File: src/rtl/branch_resolve_unit_pkg.sv
// Purpose: shared types for the branch resolve unit (verdict, FSM state, queue entry).
// Latency: n/a (types and a pure helper function only).
// Backpressure: n/a.
package datapath_types_pkg;

  // Verdict handed to the predictor for its update.
  typedef enum logic [1:0] {
    NO_PRED    = 2'd0,
    RIGHT_PRED = 2'd1,
    WRONG_PRED = 2'd2
  } pred_t;

  // Resolve-unit control state: RECOVER lasts exactly one cycle after a mispredict.
  typedef enum logic {
    NORMAL  = 1'b0,
    RECOVER = 1'b1
  } bru_state_t;

  // One in-flight prediction, captured at decode and checked at mem.
  typedef struct packed {
    logic [31:0] pc;
    logic        taken;
    logic [31:0] target;
  } bru_entry_t;

  // Sequential fetch address after a branch that resolved not-taken.
  function automatic logic [31:0] bru_fallthrough(input logic [31:0] pc);
    return pc + 32'd4;
  endfunction

endpackage

File: src/rtl/branch_resolve_unit_if.sv
// Purpose: pipeline-side bundle of the branch resolve unit (decode push, mem resolve, verdict).
// Latency: wires only.
// Backpressure: full tells decode to stall; stall freezes both push and pop.
interface branch_resolve_unit_if;
  import datapath_types_pkg::*;

  // decode stage: prediction being recorded
  logic        dec_valid;
  logic [31:0] dec_pc;
  logic        dec_taken;
  logic [31:0] dec_target;

  // pipeline freeze
  logic        stall;

  // mem stage: actual outcome
  logic        mem_valid;
  logic        mem_taken;
  logic [31:0] mem_target;

  // verdict and recovery
  pred_t       pred_result;
  logic [31:0] pc_mem;
  logic        flush;
  logic [31:0] redirect_pc;
  logic        full;
  logic        err;

  // pipeline side
  modport master (
    output dec_valid, dec_pc, dec_taken, dec_target,
    output stall,
    output mem_valid, mem_taken, mem_target,
    input  pred_result, pc_mem, flush, redirect_pc, full, err
  );

  // resolve-unit side
  modport slave (
    input  dec_valid, dec_pc, dec_taken, dec_target,
    input  stall,
    input  mem_valid, mem_taken, mem_target,
    output pred_result, pc_mem, flush, redirect_pc, full, err
  );

endinterface

File: src/rtl/branch_resolve_unit_fifo.sv
// Purpose: circular queue of in-flight predictions with a single-edge clear.
// Latency: push visible at head one cycle later; head data is read combinationally.
// Backpressure: caller must not push when full unless popping in the same cycle.
module bru_fifo
  import datapath_types_pkg::*;
#(
  parameter int DEPTH = 4
) (
  input  logic       CLK,
  input  logic       nRST,
  input  logic       push,
  input  logic       pop,
  input  logic       clear,
  input  bru_entry_t push_dat,
  output bru_entry_t head_dat,
  output logic       full,
  output logic       empty
);

  localparam int PW = $clog2(DEPTH);
  localparam logic [PW:0] FULL_CNT = (PW+1)'(DEPTH);

  logic [PW-1:0] head_ptr;
  logic [PW-1:0] tail_ptr;
  logic [PW:0]   count;
  bru_entry_t    mem [DEPTH];

  // pointers and occupancy; clear drops everything but keeps tail so head==tail
  always_ff @(posedge CLK or negedge nRST) begin
    if (!nRST) begin
      head_ptr <= '0;
      tail_ptr <= '0;
      count    <= '0;
    end else if (clear) begin
      head_ptr <= tail_ptr;
      count    <= '0;
    end else begin
      if (push) tail_ptr <= tail_ptr + 1'b1;
      if (pop)  head_ptr <= head_ptr + 1'b1;
      case ({push, pop})
        2'b10:   count <= count + 1'b1;
        2'b01:   count <= count - 1'b1;
        default: count <= count;
      endcase
    end
  end

  // entry storage; contents need no reset because empty masks the head
  always_ff @(posedge CLK) begin
    if (push) mem[tail_ptr] <= push_dat;
  end

  assign head_dat = mem[head_ptr];
  assign full     = (count == FULL_CNT);
  assign empty    = (count == '0);

endmodule

File: src/rtl/branch_resolve_unit.sv
// Purpose: match decode-time branch predictions against mem-stage outcomes, flush and redirect on mispredict (BRU_STATS_EN adds counters).
// Latency: verdict combinational in the resolve cycle; flush/redirect_pc one cycle later.
// Backpressure: full stalls decode; stall freezes queue push and pop; pushes dropped while recovering.
module branch_resolve_unit
  import datapath_types_pkg::*;
#(
  parameter int DEPTH = 4
) (
  input  logic                  CLK,
  input  logic                  nRST,
  branch_resolve_unit_if.slave  bus
`ifdef BRU_STATS_EN
  ,
  output logic [31:0]           stat_branches,
  output logic [31:0]           stat_mispredicts
`endif
);

  bru_state_t  state_q;
  bru_state_t  state_d;
  bru_entry_t  head;
  bru_entry_t  push_rec;
  logic        q_full;
  logic        q_empty;
  logic        do_pop;
  logic        do_push;
  logic        mispredict_now;
  logic        dir_wrong;
  logic        tgt_wrong;
  logic [31:0] redirect_q;
  logic        err_q;

  bru_fifo #(.DEPTH(DEPTH)) u_fifo (
    .CLK      (CLK),
    .nRST     (nRST),
    .push     (do_push),
    .pop      (do_pop),
    .clear    (mispredict_now),
    .push_dat (push_rec),
    .head_dat (head),
    .full     (q_full),
    .empty    (q_empty)
  );

  assign push_rec = '{pc: bus.dec_pc, taken: bus.dec_taken, target: bus.dec_target};

  // A resolving branch retires only when the pipeline moves and there is something to retire.
  assign do_pop    = bus.mem_valid & ~bus.stall & ~q_empty;
  assign dir_wrong = (head.taken != bus.mem_taken);
  assign tgt_wrong = bus.mem_taken & (head.target != bus.mem_target);
  assign mispredict_now = do_pop & (dir_wrong | tgt_wrong);

  // A retiring head frees its slot on the same edge, so a full queue still accepts a push
  // alongside a pop. Nothing is recorded while recovering or when this cycle mispredicts,
  // since that decode-stage branch is on the wrong path.
  assign do_push = bus.dec_valid & ~bus.stall & (~q_full | do_pop)
                 & (state_q == NORMAL) & ~mispredict_now;

  // verdict for the predictor update
  always_comb begin
    bus.pred_result = NO_PRED;
    if (do_pop) begin
      bus.pred_result = mispredict_now ? WRONG_PRED : RIGHT_PRED;
    end
  end

  assign bus.pc_mem = q_empty ? 32'd0 : head.pc;
  assign bus.full   = q_full;

  // state register
  always_ff @(posedge CLK or negedge nRST) begin
    if (!nRST) state_q <= NORMAL;
    else       state_q <= state_d;
  end

  // next state: one recovery cycle per mispredict
  always_comb begin
    state_d = state_q;
    case (state_q)
      NORMAL:  if (mispredict_now) state_d = RECOVER;
      RECOVER: state_d = NORMAL;
      default: state_d = NORMAL;
    endcase
  end

  assign bus.flush = (state_q == RECOVER);

  // correct fetch address, captured on the mispredicting pop and held afterwards
  always_ff @(posedge CLK or negedge nRST) begin
    if (!nRST) begin
      redirect_q <= '0;
    end else if (mispredict_now) begin
      redirect_q <= bus.mem_taken ? bus.mem_target : bru_fallthrough(head.pc);
    end
  end

  assign bus.redirect_pc = redirect_q;

  // sticky protocol error: mem stage resolved a branch we never saw predicted
  always_ff @(posedge CLK or negedge nRST) begin
    if (!nRST)                          err_q <= 1'b0;
    else if (bus.mem_valid && q_empty)  err_q <= 1'b1;
  end

  assign bus.err = err_q;

`ifdef BRU_STATS_EN
  // retired-branch and mispredict counters, free-running modulo 2^32
  always_ff @(posedge CLK or negedge nRST) begin
    if (!nRST) begin
      stat_branches    <= '0;
      stat_mispredicts <= '0;
    end else begin
      if (do_pop)         stat_branches    <= stat_branches + 32'd1;
      if (mispredict_now) stat_mispredicts <= stat_mispredicts + 32'd1;
    end
  end
`endif

endmodule

File: src/flat_wrapper.sv
// flat-port wrapper written by rule: the top's interface ports become plain ports
module branch_resolve_unit_flat import datapath_types_pkg::*;
#(
  parameter int DEPTH = 4
)
  (CLK, nRST, bus_dec_valid, bus_dec_pc, bus_dec_taken, bus_dec_target, bus_stall, bus_mem_valid, bus_mem_taken, bus_mem_target, bus_pred_result, bus_pc_mem, bus_flush, bus_redirect_pc, bus_full, bus_err);
  branch_resolve_unit_if bus_i ();
  input  logic CLK;
  input  logic nRST;
  input wire logic [$bits(bus_i.dec_valid)-1:0] bus_dec_valid;
  input wire logic [$bits(bus_i.dec_pc)-1:0] bus_dec_pc;
  input wire logic [$bits(bus_i.dec_taken)-1:0] bus_dec_taken;
  input wire logic [$bits(bus_i.dec_target)-1:0] bus_dec_target;
  input wire logic [$bits(bus_i.stall)-1:0] bus_stall;
  input wire logic [$bits(bus_i.mem_valid)-1:0] bus_mem_valid;
  input wire logic [$bits(bus_i.mem_taken)-1:0] bus_mem_taken;
  input wire logic [$bits(bus_i.mem_target)-1:0] bus_mem_target;
  output wire logic [$bits(bus_i.pred_result)-1:0] bus_pred_result;
  output wire logic [$bits(bus_i.pc_mem)-1:0] bus_pc_mem;
  output wire logic [$bits(bus_i.flush)-1:0] bus_flush;
  output wire logic [$bits(bus_i.redirect_pc)-1:0] bus_redirect_pc;
  output wire logic [$bits(bus_i.full)-1:0] bus_full;
  output wire logic [$bits(bus_i.err)-1:0] bus_err;
  assign bus_i.dec_valid = bus_dec_valid;
  assign bus_i.dec_pc = bus_dec_pc;
  assign bus_i.dec_taken = bus_dec_taken;
  assign bus_i.dec_target = bus_dec_target;
  assign bus_i.stall = bus_stall;
  assign bus_i.mem_valid = bus_mem_valid;
  assign bus_i.mem_taken = bus_mem_taken;
  assign bus_i.mem_target = bus_mem_target;
  assign bus_pred_result = bus_i.pred_result;
  assign bus_pc_mem = bus_i.pc_mem;
  assign bus_flush = bus_i.flush;
  assign bus_redirect_pc = bus_i.redirect_pc;
  assign bus_full = bus_i.full;
  assign bus_err = bus_i.err;
  branch_resolve_unit #(.DEPTH(DEPTH)) u_core (.CLK(CLK), .nRST(nRST), .bus(bus_i));
endmodule
File: config.mk
export PLATFORM = sky130hd
export DESIGN_NAME = branch_resolve_unit_flat
export DESIGN_NICKNAME = d
export VERILOG_FILES = /design/src/rtl/branch_resolve_unit_pkg.sv /design/src/rtl/branch_resolve_unit_if.sv /design/src/rtl/branch_resolve_unit_fifo.sv /design/src/rtl/branch_resolve_unit.sv /design/src/flat_wrapper.sv
export SDC_FILE = /design/constraint.sdc
export NUM_CORES = 1
export LEC_CHECK = 0
export ABC_CLOCK_PERIOD_IN_PS = 6970
export BUFFER_PORTS_ARGS = -buffer_cell sky130_fd_sc_hd__clkbuf_2
export CORE_MARGIN = 2
export CORE_UTILIZATION = 55
export DETAILED_ROUTE_END_ITERATION = 7
export GPL_ROUTABILITY_DRIVEN = 0
export PLACE_DENSITY = 0.78
export SLEW_MARGIN = 10
export SYNTH_ARGS = -nofsm -noshare
export SYNTH_HDL_FRONTEND = slang
export SYNTH_HIERARCHICAL = 1
export SYNTH_SLANG_ARGS = --single-unit
File: constraint.sdc
create_clock -name CLK -period 6.97 [get_ports CLK]
set_input_delay 0.3485 -clock CLK [delete_from_list [all_inputs] [get_ports CLK]]
set_output_delay 0.3485 -clock CLK [all_outputs]
set_load 0.01 [all_outputs]
# ---- After elaboration in Yosys (flattened, before gate mapping)
# Memories as Yosys holds them, arrays and structs flattened.
# Cells that the tools add are included.
# Widths: inputs -> output; s select.
dict set report totals {
  ff_bits 41
  ram_bits 260
  in_bits 103
  out_inout_bits 69
  word_cells 49
  n_memories 1
}
# name depth width read_ports rd_ports_with_merged_regs wr line_no
set mem_list {}
lappend mem_list {u_core.u_fifo.mem 4 65 1 0 1 branch_resolve_unit_fifo.sv:26} ;# bru_entry_t mem [DEPTH];
dict set report classes {
  add_sub_neg 5
  n_eq_ne 5
  muxes 12
  bitwise_logic 15
  n_reduce_logical 5
}
# op count
set op_table {}
lappend op_table {{$mux 32} 2}
lappend op_table {{$add 32x3->32 const B} 1}
lappend op_table {{$ne 32x32->1} 1}
lappend op_table {{$and 1x1->1} 8}
lappend op_table {{$mux 2} 4}
lappend op_table {{$pmux 3 s2} 1}
lappend op_table {{$not 1->1} 5}
lappend op_table {{$add 2x1->2 const B} 2}
lappend op_table {{$add 3x1->3 const B} 1}
lappend op_table {{$eq 3x3->1 const B} 1}
lappend op_table {{$logic_not 3->1} 1}
lappend op_table {{$mux 1} 3}
lappend op_table {{$mux 3} 1}
lappend op_table {{$reduce_bool 3->1} 1}
lappend op_table {{$sub 3x1->3 const B} 1}
lappend op_table {{$eq 2x1->1 const B} 1}
lappend op_table {{$eq 2x2->1 const B} 1}
lappend op_table {{$or 1x1->1} 2}
lappend op_table {{$pmux 1 s2} 1}
lappend op_table {{$reduce_and 2->1} 1}
lappend op_table {{$reduce_bool 2->1} 1}
lappend op_table {{$logic_and 1x1->1} 1}
lappend op_table {{$ne 1x1->1} 1}

# ---- Depth between registers and ports, before layout
dict set report depth {
  ltp_word 10
  ltp_mapped 17
  mapped_depth_nobuf 13
}

# ---- Cells and area by module
# The synthesis kept the hierarchy.
# mod n_inst cells_each area_per_inst_um2 seq_area_each_um2
set modules_own_cells {}
lappend modules_own_cells {bru_fifo 1 381 9848.2 7982.7}
lappend modules_own_cells {branch_resolve_unit 1 299 2686.3 850.8}

# ---- Worst setup path before layout
# OpenSTA, ideal clock, no wires.
dict set report synth_timing {
  kind {register to register}
  start {reg u_core.u_fifo.head_ptr[0]}
  end {mem u_core/u_fifo/mem[0][0] in the netlist's numbering (enable)}
  setup_ns 0.430
  t_arrival_ns 4.680
  t_required_ns 6.540
  slack_ns 1.861
  path_stages_with_launch 13
  path_buffers 3
  period_less_slack_ns 5.109
  cell_sequence {dfrtp_1 buf_6 buf_4 mux4_2 xnor2_1 nand4_1 or4_4 nor4_4 or2_1 buf_2 inv_2 a2111oi_4 and2_1}
}
# item line_no
set synth_lines {}
lappend synth_lines {{from (decl)} branch_resolve_unit_fifo.sv:23} ;# logic [PW-1:0] head_ptr;
lappend synth_lines {{from (signal assigned)} branch_resolve_unit_fifo.sv:35} ;# head_ptr <= tail_ptr;
lappend synth_lines {{from (signal assigned)} branch_resolve_unit_fifo.sv:39} ;# if (pop) head_ptr <= head_ptr + 1'b1;
lappend synth_lines {{to (decl)} branch_resolve_unit_fifo.sv:26}

==> results.toml <==
[worst_setup_path]
cp_slowest_stage_delay_ps = 1080
required_ps = 7190
critPathArrivalTime_ps = 5610
crit_buf_inv = 3
path_delay_family = "simple AND/OR/NAND/NOR gates"
path_class = "flip-flop to flip-flop"
path_cells = "buf_4, mux4_2, xor2_1, nor4_1, nand3_1, nor4_4, or2_1, inv_2, a2111oi_4, and2_2, buf_12"
crit_cells = 11
cp-end-kind = "flip-flop"
worstPathMaxFanout = 43
startpoint_type = "flip-flop"
rr_worst_depth = 11
cpMaxStageDelayCell = "dfrtp_2"

[detailed_routing]
drt_iter0_drc = 572
drt_wl_total_um = 28660
ant_nets = 0
drc = 0
via_count = 7066
avgRoutedWirePerCell_um = 24.54
vias_per_cell = 6.050
firstDrtPassIters = 5

[grt]
grt_max_degree = 44
grt_pass1_wl_um = 43260
grt_pass1_vias = 7244
grt_usage_pct = 24.09
antenna_found_initial = 1
grt_overflow = 0

[placement]
dp.cells = 1113
postPlaceCellArea_um2 = 13670
hpwl_um = 19220
numPortBuffers = 171
post-place-ws_ps = 1583

[timing]
worstMarginPinSlew_ps = 1075
setup_viol = 0
max_freq_mhz = 185.3
period_share_pct = 77.41
relSlewSlack_pct = 28.31
period_needed_ps = 5396
slew_viol_final = 0
setup_ws_ps = 1574
final.setup.tns_ps = 0
hold_viol_final = 0
grt_setup_unrepaired = "no"
clock_skew_ps = 22.81

[clock_tree]
cts_made_buffers = 29
root_buffer = "clkbuf_16"
clkSinkCount = 301
post-cts-setup-buffers = 0
clockBufferDepth = 3
clk_latency_ps = 540
clkTransAtPathRegs_ps = 60
htreeDepth = 1
tritoncts = "done"

[cells_and_area]
regArea_um2 = 8838
area_growth_pct = 16.50
final_nets = 969
stdcell_count = 1168
multiInputGateArea_um2 = 3468
design_area_um2 = 14600
drive_gt1_share_pct = 35.03
fillers = 1477

[synthesis]
synth_area_leaders = "edfxtp_1, mux4_2, dfrtp_1"
synthFlopType = "edfxtp_1"
seq_area_frac_synth_pct = 70.47
ys_ff_latch = 301
yosysTopAreaCell = "edfxtp_1"
synth_cell_type_count = 47
ys_warn_count = 6
yosysMostFrequentCell = "edfxtp_1"
synth_edf_count = 260
synth_area_um2 = 12530
async_flop_share_pct = 13.62
syn_avg_cell_area_um2 = 18.43
netlist_instances = 680
synthTopCellsByCount = "edfxtp_1, mux4_2, dfrtp_1"
synth_nets = 789
synth_top_area_share_pct = 62.29

[job]
max_cap_violations = 0

[power]
pwr_density_cell_nw_per_um2 = 394.7
power_leakage_uw = 0.005136
ir_drop_uv = 192.5

[run_status]
status = "finished clean"

[hold_path]
whs_path_depth = 1
hold_path.class = "input port to flip-flop"

[floorplanning]
num_rows = 55
start_util_pct = 55.70
dieArea_um2 = 24010
io_pins = 172
core_um2 = 22500
die_height_um = 155.0
die_w_um = 155.0
-- routing by layer --
metal	global-route usage [%]	up-vias	share of wire, %
li1	-	3082	-
met1	34.29	3605	40
met2	38.77	323	49
met3	3.538	56	7.2
met4	8.554	0	3.3
met5	0	-	0
-- worst paths after layout --
| path | start | slack (ps) | end |
|---|---|---|---|
| max reg2reg | u_core/u_fifo/head_ptr[1] | 1570 | u_core/u_fifo/mem[2][45] |
| min | bus_dec_target[26] | 30 | u_core/u_fifo/mem[3][26] |
| min in group asynchronous | nRST | 440 | u_core/bus.redirect_pc[12] |
| max in group asynchronous | nRST | 6060 | u_core/u_fifo/head_ptr[0] |
| min reg2reg | u_core/bus.err | 460 | u_core/bus.err |
| max | u_core/u_fifo/head_ptr[1] | 1570 | u_core/u_fifo/mem[2][45] |
-- logic make-up (layout without fill, tap and decap cells) --
family	count (synthesis)	after routing	share of synthesized area [%]
flops	301	301	70.47
simple gates	131	131	6.039
compound gates	71	71	4.392
mux	69	69	12.03
xor+xnor	63	63	4.402
buf+inv	39	241	2.006
fa+ha+maj	6	6	0.6588
other cells	0	1	0
-- what timing repair did --
item / in CTS / in global routing
hold endpoints to repair: 41 / 0
resized for setup: 0 / 0
hold buffers: 1 / 0
-- state kept, by name, summed over array words and instances, names as in the netlist --
name                    cells
u_core/u_fifo/tail_ptr      2
u_core/u_fifo/mem         260
u_core/bus.err              1
u_core/bus.redirect_pc     32
u_core/u_fifo/count         3
u_core/u_fifo/head_ptr      2
u_core/bus.flush            1
-- placed cells by master (no fill, tap or decap), types with 3 or more instances in the layout --
master and n:
nor2b_1 33, nand4_1 14, nand2_1 11, inv_1 3, edfxtp_1 260, buf_4 8, nand2b_1 3, and3_1 5
xor2_1 26, o22a_1 9, nor3b_1 3, a21oi_1 8, o2bb2ai_1 21, clkbuf_16 29, nor2_1 18, xnor2_1 37
buf_12 4, mux4_2 65, clkbuf_2 171, dfrtp_1 39, clkinv_4 3, o21ai_0 8, nor4_1 3, nand3_1 21
clkinv_1 4, a22oi_1 18, and2_2 4, clkinv_2 11, ha_1 5, nor3_1 3
-- worst reg2reg max path: cells and delay by family, from the launching register on --
kind / cells / cell delay [ps]
AND/OR/NAND/NOR: 5 / 1800
flip-flops: 1 / 1080
buffers and inverters: 3 / 1020
AO/OA/AOI/OAI: 1 / 600
multiplexers: 1 / 390
XOR/XNOR: 1 / 160
-- area by class of cell --
cell class | count | area share [%]
inverters | 4 | 0.1028
multi-input cells | 340 | 23.75
repair buffers | 184 | 6.889
flip-flops and latches | 301 | 60.53
clock buffers | 31 | 5.090
well taps | 285 | 2.442
diodes | 1 | 0.01714
clock inverters | 22 | 1.182
-- through the flow --
step	utilization, %	hold WS [ps]	power, µW
6_report	64.89	28.35	5764
5_1_grt	64.89	13.66	6016
4_1_cts	64.88	9.096	5795
3_5_place_dp	60.77	452.3	4299
3_3_place_gp	60.77	433.4	4260
2_1_floorplan	-	52.91	3704
-- power by group --
group	internal [µW]	switching, µW
clock network	847	643
logic	850	983
registers	2230	217
Note: power is estimated with default switching activity, not from simulation.
